<file path="src/rtl/sys_o_pkg.sv">
// Shared types and default sizing for the sys_out write-side sequencer.
package sys_o_pkg;

  localparam int DEF_FEATURE_BITS = 4;
  localparam int DEF_P            = 4;
  localparam int DEF_GAMMA        = 3;

  typedef enum logic [2:0] {
    IDLE    = 3'd0,
    LAUNCH  = 3'd1,
    WAIT_AG = 3'd2,
    NEXT    = 3'd3,
    FIN     = 3'd4
  } sched_state_t;

  typedef logic [2*DEF_FEATURE_BITS-1:0] dpr_addr_t;

endpackage

</file>
<file path="src/rtl/sys_o_sched.sv">
// Launches ag_o_ex once per output row block, offsets its addresses by a
// per-block base, and shares the DPR port with a host readout (AG first).
module sys_o_sched
  import sys_o_pkg::*;
#(
  parameter int FEATURE_BITS = DEF_FEATURE_BITS,
  parameter int P            = DEF_P,
  parameter int GAMMA        = DEF_GAMMA,
  parameter int BLK_STRIDE   = P
) (
  input  logic                      sys_clk,
  input  logic                      reset_n,
  input  logic                      start,
  output logic                      ag_start,
  input  logic                      ag_done,
  input  logic                      ag_valid,
  input  logic [2*FEATURE_BITS-1:0] ag_address,
  input  logic                      rd_req,
  input  logic [2*FEATURE_BITS-1:0] rd_addr,
  output logic                      rd_gnt,
  output logic                      dpr_we,
  output logic [2*FEATURE_BITS-1:0] dpr_addr,
  output logic [2*FEATURE_BITS-1:0] blk_idx,
  output logic                      busy,
  output logic                      done
);

  localparam int AW = 2 * FEATURE_BITS;
  localparam logic [AW-1:0] LAST_BLK = AW'(GAMMA - 1);
  localparam logic [AW-1:0] STRIDE   = AW'(BLK_STRIDE);

  sched_state_t  state;
  logic [AW-1:0] base;
  logic [AW-1:0] phys;

  // Address wraps modulo 2^AW by construction of the adder width.
  assign phys   = base + ag_address;
  assign rd_gnt = !ag_valid && rd_req;

  always_ff @(posedge sys_clk or negedge reset_n) begin
    if (!reset_n) begin
      state    <= IDLE;
      base     <= '0;
      blk_idx  <= '0;
      ag_start <= 1'b0;
      busy     <= 1'b0;
      done     <= 1'b0;
    end else begin
      ag_start <= 1'b0;
      done     <= 1'b0;
      case (state)
        IDLE: begin
          if (start) begin
            state    <= LAUNCH;
            blk_idx  <= '0;
            base     <= '0;
            ag_start <= 1'b1;
            busy     <= 1'b1;
          end
        end
        LAUNCH: state <= WAIT_AG;
        WAIT_AG: begin
          if (ag_done) begin
            if (blk_idx == LAST_BLK) begin
              state <= FIN;
              done  <= 1'b1;
            end else begin
              state <= NEXT;
            end
          end
        end
        NEXT: begin
          blk_idx  <= blk_idx + 1'b1;
          base     <= base + STRIDE;
          state    <= LAUNCH;
          ag_start <= 1'b1;
        end
        FIN: begin
          state <= IDLE;
          busy  <= 1'b0;
        end
        default: begin
          state <= IDLE;
          busy  <= 1'b0;
        end
      endcase
    end
  end

  // With no request the address register keeps its last value.
  always_ff @(posedge sys_clk or negedge reset_n) begin
    if (!reset_n) begin
      dpr_we   <= 1'b0;
      dpr_addr <= '0;
    end else begin
      dpr_we <= ag_valid;
      if (ag_valid) begin
        dpr_addr <= phys;
      end else if (rd_req) begin
        dpr_addr <= rd_addr;
      end
    end
  end

endmodule

</file>
<file path="config.mk">
export PLATFORM = sky130hd
export DESIGN_NAME = sys_o_sched
export DESIGN_NICKNAME = d
export VERILOG_FILES = /design/src/rtl/sys_o_pkg.sv /design/src/rtl/sys_o_sched.sv
export SDC_FILE = /design/constraint.sdc
export NUM_CORES = 1
export LEC_CHECK = 0
export BUFFER_PORTS_ARGS = -buffer_cell sky130_fd_sc_hd__buf_4
export CORE_MARGIN = 2
export CORE_UTILIZATION = 50
export DETAILED_ROUTE_END_ITERATION = 8
export GPL_TIMING_DRIVEN = 0
export PLACE_DENSITY = 0.77
export SETUP_SLACK_MARGIN = 0.02
export SYNTH_ARGS = -nofsm -noshare
export SYNTH_HDL_FRONTEND = slang
export SYNTH_SLANG_ARGS = --single-unit
</file>
<file path="constraint.sdc">
create_clock -name sys_clk -period 1.8 [get_ports sys_clk]
set_input_delay 0.36 -clock sys_clk [delete_from_list [all_inputs] [get_ports sys_clk]]
set_output_delay 0.36 -clock sys_clk [all_outputs]
set_load 0.1 [all_outputs]
</file>
Yosys cells after proc, flatten, opt, wreduce, memory -nomap -nowiden
Cells that the tools add are included.

$add $sub $neg: 3. Bitwise gates (word level): 1. Mux-type cells: 16. Reductions and logical operators: 9. Eq/ne operators: 6.

Operator list (count): 8-bit case mux with 2 select lines (2); 8-bit 2-to-1 mux (3); 3-bit case mux with 4 select lines (1); 3-bit 2-to-1 mux (3); 8-bit by 1-bit adder with 8-bit output (second input constant) (1); 8-bit by 3-bit adder with 8-bit output (second input constant) (1); 8-bit adder (1); 8-bit by 2-bit equality test with 1-bit output (second input constant) (1); 3-bit by 2-bit equality test with 1-bit output (second input constant) (2); 2-bit AND reduction (3); 1-bit 2-to-1 mux (5); 2-bit != test (second input constant) (2); 1-bit case mux with 2 select lines (2); 2-bit nonzero test (2); 3-bit by 1-bit equality test with 1-bit output (second input constant) (1); 3-bit logical NOT (1); 3-bit OR reduction (1); 1-bit logical AND (1); 1-bit logical NOT (1); 1-bit inverter (1).

Word-level logic and storage cells: 43. Register bits: 31. Input port bits: 22.

Logic depth before layout (Yosys ltp)
Gate-level depths: netlist of run 1.

Depth in word-level cells: 4. Gate-level depth with buffers: 5. Mapped depth without buffers: 5.

Worst setup path before layout of run 1
Ideal clock, no wire load.

Path kind: input port to output port. Start point: input rd_req. End point: output rd_gnt. Stages on the path: 2. Data required time: 1440 ps. Setup slack: -521 ps. Arrival: 1961 ps. Cell sequence: buf_2 > nor2b_1.

Cells in the longest elaborated chain, start to end: 1.

RTL lines: start, declared (line sys_o_sched.sv:18) `input logic rd_req,`; 1-bit logical AND (line sys_o_sched.sv:38) `assign rd_gnt = !ag_valid && rd_req;`; end, declared (line sys_o_sched.sv:20) `output logic rd_gnt,`.

No other way between the ends.

Worst setup path after layout of run 1
Start point: register base[3]. End point: register dpr_addr[7].

Cells in the longest elaborated chain, start to end: 2.

RTL lines: start, declared (line sys_o_sched.sv:33) `logic [AW-1:0] base;`; start signal, assigned (line sys_o_sched.sv:74) `base <= base + STRIDE;`; 8-bit adder (line sys_o_sched.sv:37) `assign phys = base + ag_address;`; 8-bit 2-to-1 mux (line sys_o_sched.sv:97) `if (ag_valid) begin`; end signal, assigned (line sys_o_sched.sv:98) `dpr_addr <= phys;`; end signal, assigned (line sys_o_sched.sv:100) `dpr_addr <= rd_addr;`; end, declared (line sys_o_sched.sv:22) `output logic [2*FEATURE_BITS-1:0] dpr_addr,`.

No other way between the ends. A chain may end at the register's enable or synchronous reset.

==> flow_summary.toml, run 1 <==
[status]
status = "finished with violations"
violations = "DRC"

[cells_and_area]
fin_area_um2 = 1960
final_util_pct = 69.9
fin_cells = 231
drive_above_1_share_pct = 29.5
nFillCells = 219
antennaDiodeCount = 0
final_net_count = 229
syn_to_final_growth_pct = 30.0

[power]
ir_drop_mv = 0.901
leakage_uw = 0.00102
powerDensity_nw_per_um2 = 1550
power_uw = 3040

[logic_synthesis]
yosysTopAreaCell = "dfrtp_1"
async_reset_ff_share_pct = 100
synth_enable_flop_cells = 0
synth.distinct_cells = 33
syn_area_um2 = 1510
synth_area_leaders = "dfrtp_1, mux2i_1, ha_1, nand2_1, o21ai_0"
syn_avg_cell_area_um2 = 10.1
postSynthCellCount = 150
ys_seq_area_share_pct = 48.1
yosysWarnings = 0
synth.ff_latch_count = 29
synth_ff_type = "dfrtp_1"
synth_top_area_share_pct = 48.1
synth_fp_nets = 180

[critical_path]
crit_arrival_ps = 1870
path_cells = "ha_1 -> a21o_1 -> a221oi_2 -> xnor2_1 -> a21oi_1"
cp_max_fo = 4
cp-start-kind = "flop"
required_ps = 2020
crit_path_end_kind = "flop"
slowest_stage = "dfrtp_1"
r2r.worst_path.cells = 5
r2r_slack_ps = 150
path_class = "flop to flop"
r2r-start = "base[3]"
path_buf_inv = 0
crit_family = "compound AO/OA/AOI/OAI gates"
reg2reg_to = "dpr_addr[7]"
cpPeakStageDelay_ps = 440

[place]
dp.cells = 222
gp_routability_congestion = 0.786
dpl.hpwl_mm = 2.40
dpl_cell_area_um2 = 1860
port_buffers = 41

[drt]
drc = 4
antenna_left = 0
wl_per_cell_um = 14.0
routed_wirelength_mm = 3.22
vias_per_cell = 5.61
num_vias = 1295
first_pass_iters = 6
drt_iter0_drc = 47

[timing]
tightest_slew_ps = 507
final.min_clock_period_ps = 1650
setup_viol = 0
hold_violations = 0
relSlewSlack_pct = 66.1
rsz0062_at_grt = "no"
min_period_over_period_pct = 91.7
clock_skew_ps = 11.2
final_max_slew_viol_count = 0
max_freq_mhz = 606

[worst_hold_path]
hold_class = "input port to flop"
min_to = "dpr_we"
min_path_cells = 1
hold_start = "ag_valid"

[clock_network]
clkLatencyLatePin_ps = 340
root_buffer = "clkbuf_4"
clk_pin_slew_worst_paths_ps = 100
cts_tree = "built"
cts_buffers = 5
htree_num_levels = 2
clkSinkCount = 29
clockBufferDepth = 2

[floorplanning]
die_x_um = 58.9
die_area_um2 = 3470
io_pins = 43
start_util_pct = 53.7
rows = 19
die_h_um = 58.9
fp.coreArea_um2 = 2810

[global_routing]
antenna_found_initial = 0
grt_max_degree = 30
grt_pass1_wl_mm = 5.21
grt_overflow = 0
grt_use_total_pct = 20.3
grt_pass1_vias = 1198

[job]
maxCapViolCount = 0
## sequential cells by signal, summed over array words and instances (netlist names)
name and count:
done 1, busy 1, ag_start 1, blk_idx 8
base 6, state 3, dpr_addr 8, dpr_we 1
## cell usage after synthesis (all sizes together) (2+ instances only)
cell type,number
xnor2,3
mux2i,13
and3,3
inv,3
nand3b,2
clkbuf,3
a21o,4
a21oi,5
nand3,7
nor3,2
a31oi,3
nand4,5
buf,2
o21ai,19
nand2,19
xor2,2
nor2b,2
ha,8
nor2,8
dfrtp,29
## routing by layer
metal	vias up	routed length (um)	track usage (%)	share of wire, %
met3	8	222	5.05	6.9
met4	0	60	11.7	1.9
met1	607	1370	25.8	43
li1	635	-	-	-
met5	-	0	0	0
met2	45	1570	31.3	49
## logic make-up after synthesis
family	count (synthesis)	synth area share, %
AND/OR/NAND/NOR	53	18.0
AO/OA/AOI/OAI	34	13.1
flip-flops	29	48.1
multiplexers	13	8.63
buffers and inverters	8	2.57
adder cells (fa/ha/maj)	8	6.64
XOR/XNOR	5	2.91
## final cells by class
cell class	count	area, um2	share of cell area [%]
Timing Repair Buffer	42	318	16.2
Clock buffer	7	55.1	2.81
Tap cell	31	38.8	1.98
Buffer	5	27.5	1.40
Sequential cell	29	728	37.1
Clock inverter	1	30.0	1.53
Inverter	3	11.3	0.574
Multi-Input combinational cell	113	752	38.4
## worst register-to-register path, cell delays in order, from the launching register on
cell and delay, ps:
dfrtp_1 440, ha_1 320, a21o_1 240, a221oi_2 270, xnor2_1 180, a21oi_1 90
## cells in the final DEF, fill, tap and decap left out, types with 2 or more instances in the layout
cell type | Yosys | layout
a21oi_1 | 5 | 5
a21o_1 | 3 | 3
xor2_1 | 2 | 2
nand4_1 | 5 | 5
dfrtp_2 | 0 | 2
mux2i_1 | 13 | 13
nand3b_1 | 2 | 2
clkbuf_1 | 3 | 4
dfrtp_1 | 29 | 27
and3_1 | 3 | 3
nor3_1 | 2 | 2
nand3_1 | 5 | 5
buf_4 | 0 | 41
a31oi_1 | 3 | 3
ha_1 | 8 | 8
nand3_2 | 2 | 2
o21ai_0 | 13 | 13
xnor2_1 | 3 | 3
clkbuf_4 | 0 | 5
nor2_1 | 8 | 8
nand2_1 | 19 | 19
o21ai_1 | 5 | 5
inv_1 | 3 | 3
## metrics by stage
stage	TNS [ps]	setup slack (ps)	hold slack (ps)
final	0	150	141
after global routing	0	54.6	119
after CTS	0	85.5	129
after detailed placement	0	30.1	303
after global placement	0	63.3	295
after floorplan	-7.06	-7.06	64.4
## power by group
group | total [uW] | leakage [uW] | internal, uW | switching (uW)
combinational | 1510 | 0.000608 | 404 | 1100
sequential | 972 | 0.000369 | 802 | 170
clock | 562 | 0.0000455 | 331 | 231
## worst max-delay path by stage
| stage | from | end | slack [ps] | depth (start not counted) |
|---|---|---|---|---|
| 2_1_floorplan | rd_req | rd_gnt | -7 | 2 |
| 3_3_place_gp | ag_address[3] | dpr_addr[7] | 60 | 6 |
| 3_5_place_dp | ag_address[5] | dpr_addr[7] | 30 | 6 |
| 4_1_cts | base[3] | dpr_addr[7] | 90 | 5 |
| 5_1_grt | base[3] | dpr_addr[7] | 50 | 5 |
| 6_report | base[3] | dpr_addr[7] | 150 | 5 |
## what timing repair did
item	CTS	global route
setup endpoints to repair	0	1
gates resized for setup	0	1
hold buffers	1	0
buffers inserted	0	0
endpoints found under the hold margin	29	0
(Power assumes the default switching activity.)
==> inputs of run 2 (changes only) <==
==> constraint.sdc (replaced) <==
create_clock -name sys_clk -period 2.1 [get_ports sys_clk]
set_input_delay 0.42 -clock sys_clk [delete_from_list [all_inputs] [get_ports sys_clk]]
set_output_delay 0.42 -clock sys_clk [all_outputs]
set_load 0.1 [all_outputs]
==> run 2 against run 1 <==
The flow still finishes with violations (DRC). Worst hold slack better by 65 ps. Clock-buffer cell count is 1 lower. Fmax is 6.1% lower. Die area stayed put. Largest power group unchanged.
==> flow_summary.toml, run 2 (synthesis gave the netlist of run 1 again) <==
[floorplanning]
die_h_um = 58.9
die_x_um = 58.9
die_area_um2 = 3470
start_util_pct = 53.7
fp.coreArea_um2 = 2810
rows = 19
io_pins = 43

[place]
pre_cts_ws_ps = 267
gp_routability_congestion = 0.833
dpl.hpwl_mm = 2.47
port_buffers = 41

[timing]
clock_skew_ps = 15.2
setup_viol = 0
worst_slack_ps = 342
hold_violations = 0
min_period_over_period_pct = 83.7
rsz0062_at_grt = "no"
relSlewSlack_pct = 64.6
final_max_slew_viol_count = 0
tightest_slew_ps = 529
setup-tns-final_ps = 0
max_freq_mhz = 569
final.min_clock_period_ps = 1760

[job]
maxCapViolCount = 0

[cells_and_area]
nFillCells = 247
final_util_pct = 68.4
antennaDiodeCount = 0
most-common-layout-cells = "buf_4, dfrtp_1, nand2_1"
seqCellArea_um2 = 726
drive_above_1_share_pct = 28.0
syn_to_final_growth_pct = 27.2
mostFrequentLayoutCell = "buf_4"
final_net_count = 229
multi_input_area_um2 = 746
reg_top3 = "blk_idx: 8 flops, dpr_addr: 8 flops, base: 6 flops"

[power]
ir_drop_mv = 0.686
seqPwrFrac_pct = 33.9
p_comb_share_pct = 52.9
powerDensity_nw_per_um2 = 1270
swShare_pct = 52.7
leakage_uw = 0.00101
p_int_uw = 1160
power_uw = 2440
p_sw_uw = 1290
clockPowerShare_pct = 13.2

[global_routing]
grt_use_total_pct = 21.7
antenna_found_initial = 0
grt_max_degree = 30
grt_pass1_wl_mm = 5.51
grt_pass1_vias = 1248
grt_overflow = 0

[clock_network]
cts_tree = "built"
post-cts-setup-buffer-count = 0
htree_num_levels = 2
root_buffer = "clkbuf_4"
clockBufferDepth = 2
clkSinkCount = 29
clk_pin_slew_worst_paths_ps = 100
cts_buffers = 5
clkLatencyLatePin_ps = 330

[drt]
wl_per_cell_um = 14.5
num_vias = 1288
vias_per_cell = 5.58
drc = 4
first_pass_iters = 6
routed_wirelength_mm = 3.34
antenna_left = 0
drt_iter0_drc = 44

[critical_path]
crit_arrival_ps = 1950
required_ps = 2290
crit_path_end_kind = "flop"
r2r_slack_ps = 340
r2r.worst_path.cells = 5
cp_max_fo = 4
cp-start-kind = "flop"
path_class = "flop to flop"

[worst_hold_path]
min_path_cells = 1
hold_class = "input port to flop"

[status]
violations = "DRC"
status = "finished with violations"
run 2: changes by cell type in the layout (fill, tap and decap cells not counted):
cell	change
clkbuf_8	-1
a221oi_2	-1
bufinv_16	-1
dfrtp_2	-2
dfrtp_1	+2
a221oi_1	+1
clkinv_2	+2
run 2: worst paths after layout:
path	from	end
worst max-delay path	base[3]	dpr_addr[7]
worst min-delay path	ag_valid	dpr_we
worst max register to register	base[3]	dpr_addr[7]
worst min register to register	base[7]	base[7]
max in group asynchronous	reset_n	dpr_addr[7]
min in group asynchronous	reset_n	base[3]
run 2: worst max-delay path: stages, from the launching register on:
cell and delay (ps):
dfrtp_1 440, ha_1 320, a21o_1 240, a221oi_1 320, xnor2_1 190, a21oi_1 90
run 2: metal layers:
metal  wire [um]  track usage [%]
met5           0                0
met4          96             10.7
met3         233             6.59
met2        1600             34.3
met1        1410             27.0
run 2: stage by stage:
step	instances	area, um2	hold WS [ps]
floorplan	150	1510	124
global placement	222	1860	356
detailed placement	222	1860	362
CTS	231	1920	189
global route	231	1920	172
finish	231	1920	206
run 2: what timing repair did:
| action | CTS | global route |
|---|---|---|
| hold buffers | 1 | 0 |
| hold endpoints to repair | 15 | 0 |
| resized for setup | 0 | 0 |
run 2: layout make-up:
| class | count | share of cell area (%) |
|---|---|---|
| Sequential cell | 29 | 37.8 |
| Clock buffer | 6 | 2.15 |
| Tap cell | 31 | 2.02 |
| Clock inverter | 2 | 0.522 |
| Timing Repair Buffer | 42 | 16.6 |
| Multi-Input combinational cell | 113 | 38.9 |
| Inverter | 3 | 0.587 |
| Buffer | 5 | 1.44 |
run 2: power by group through the flow:
stage | sequential [uW] | combinational [uW] | clock, uW
after floorplan | 1400 | 420 | 0
after global placement | 826 | 1270 | 0
after detailed placement | 836 | 1290 | 0
after CTS | 826 | 1300 | 334
after global routing | 849 | 1370 | 358
final | 828 | 1290 | 323
==> inputs of run 3 (changes only) <==
==> constraint.sdc (replaced) <==
create_clock -name sys_clk -period 1.7 [get_ports sys_clk]
set_input_delay 0.34 -clock sys_clk [delete_from_list [all_inputs] [get_ports sys_clk]]
set_output_delay 0.34 -clock sys_clk [all_outputs]
set_load 0.1 [all_outputs]
==> run 3 against run 2 <==
The run still ends with DRC left. Clock power is 32% higher. First-iteration DRC count is 11% higher. Via count is 0.62% lower. Final area is 3.6% higher. Sequential cell count stayed put. Critical path depth stayed put. Die area stayed put. Combinational power is 29% higher. Fmax is 8.0% higher. Wire length is 0.30% higher.
==> flow_summary.toml, run 3 (synthesis gave the netlist of run 1 again) <==
[drt]
vias_per_cell = 5.47
antenna_left = 0
wl_per_cell_um = 14.3
drt_iter0_drc = 49
first_pass_iters = 6
drc = 4
num_vias = 1280
routed_wirelength_mm = 3.35

[clock_network]
htree_num_levels = 2
cts_tree = "built"
root_buffer = "clkbuf_4"
clockBufferDepth = 2
clkLatencyLatePin_ps = 320
cts_buffers = 5
clk_pin_slew_worst_paths_ps = 80
clkSinkCount = 29

[timing]
tightest_slew_ps = 490
final_max_slew_viol_count = 0
relSlewSlack_pct = 67.2
worst_slack_ps = 72.6
setup_viol = 0
clock_skew_ps = 11.4
rsz0062_at_grt = "yes"
final.min_clock_period_ps = 1630
min_period_over_period_pct = 95.7
hold_violations = 0
max_freq_mhz = 614

[worst_hold_path]
hold_class = "input port to flop"
min_path_cells = 1

[cells_and_area]
most-common-layout-cells = "buf_4, dfrtp_1, nand2_1"
syn_to_final_growth_pct = 31.8
antennaDiodeCount = 0
final_net_count = 232
fin_cells = 234
fin_area_um2 = 1990
nFillCells = 230
drive_above_1_share_pct = 33.0
mostFrequentLayoutCell = "buf_4"
reg_top3 = "blk_idx: 8 flops, dpr_addr: 8 flops, base: 6 flops"

[global_routing]
antenna_found_initial = 0
grt_max_degree = 30
grt_pass1_wl_mm = 5.48
grt_use_total_pct = 21.5
grt_overflow = 0
grt_pass1_vias = 1209

[critical_path]
cp-start-kind = "flop"
cpPeakStageDelay_ps = 420
reg2reg_to = "dpr_addr[7]"
crit_family = "flip-flops"
path_depth = 5
crit_arrival_ps = 1820
path_cells = "ha_1 -> and3_1 -> a221oi_2 -> xnor2_1 -> a21oi_1"
required_ps = 1890
path_class = "flop to flop"
slowest_stage = "dfrtp_1"
cp_max_fo = 3
r2r-start = "base[4]"
crit_start = "base[4]"
path_buf_inv = 0
crit_path_end_kind = "flop"
r2r_slack_ps = 70
cp-endpoint = "dpr_addr[7]"
r2r.worst_path.cells = 5

[status]
violations = "DRC"
status = "finished with violations"

[place]
pre_cts_ws_ps = -72.4
gp_routability_congestion = 0.787
dpl_cell_area_um2 = 1860
port_buffers = 41
dpl.hpwl_mm = 2.36
dp.cells = 222

[floorplanning]
fp.coreArea_um2 = 2810
die_area_um2 = 3470
start_util_pct = 53.7
rows = 19
io_pins = 43
die_h_um = 58.9
die_x_um = 58.9

[power]
ir_drop_mv = 1.11
power_uw = 3110
leakage_uw = 0.00102
powerDensity_nw_per_um2 = 1570

[job]
maxCapViolCount = 0
[run 3: how the worst min path moves through the flow]
stage | startpoint | to | slack, ps
after floorplan | reset_n | ag_start | 40
after global routing | ag_valid | dpr_we | 110
after CTS | ag_valid | dpr_we | 130
after global placement | reset_n | blk_idx[5] | 280
final | ag_valid | dpr_we | 140
after detailed placement | reset_n | blk_idx[7] | 280
[run 3: power by group]
group          internal, uW  switching (uW)
Clock                   204             223
Sequential              851             176
Combinational           463            1200
[run 3: per-stage QoR]
step | util [%] | hold WS [ps] | setup TNS [ps]
final | 70.8 | 138 | 0
after global routing | 70.8 | 107 | -10.6
after global placement | 66.4 | 275 | -16.4
after detailed placement | 66.4 | 277 | -72.4
after floorplan | - | 44.4 | -67.1
after CTS | 69.8 | 126 | 0
[run 3: area by class of cell]
type | instances | area [um2] | share of cell area, %
timing repair buffer | 45 | 340 | 17.1
multi-input combinational | 113 | 777 | 39.1
buffer | 5 | 28.8 | 1.45
tap | 31 | 38.8 | 1.95
inverter | 3 | 11.3 | 0.567
sequential | 29 | 732 | 36.8
clock buffer | 8 | 58.8 | 2.96
[run 3: repair_timing]
action | 4_1_cts | 5_1_grt
endpoints found under the hold margin | 29 | 0
buffers inserted | 1 | 2
setup endpoints to repair | 1 | 2
hold buffers | 1 | 0
pin swaps | 0 | 2
resized for setup | 2 | 4
[run 3: worst register-to-register path, stage by stage, from the launching register on]
cell and delay, ps:
dfrtp_1 420, ha_1 340, and3_1 200, a221oi_2 270, xnor2_1 170, a21oi_1 90
[run 3: layer usage]
layer	up-vias	track usage, %	routed length, um
li1	639	-	-
met1	591	27.7	1430
met2	44	33.3	1630
met3	6	7.25	243
met4	0	8.77	48
met5	-	0	0
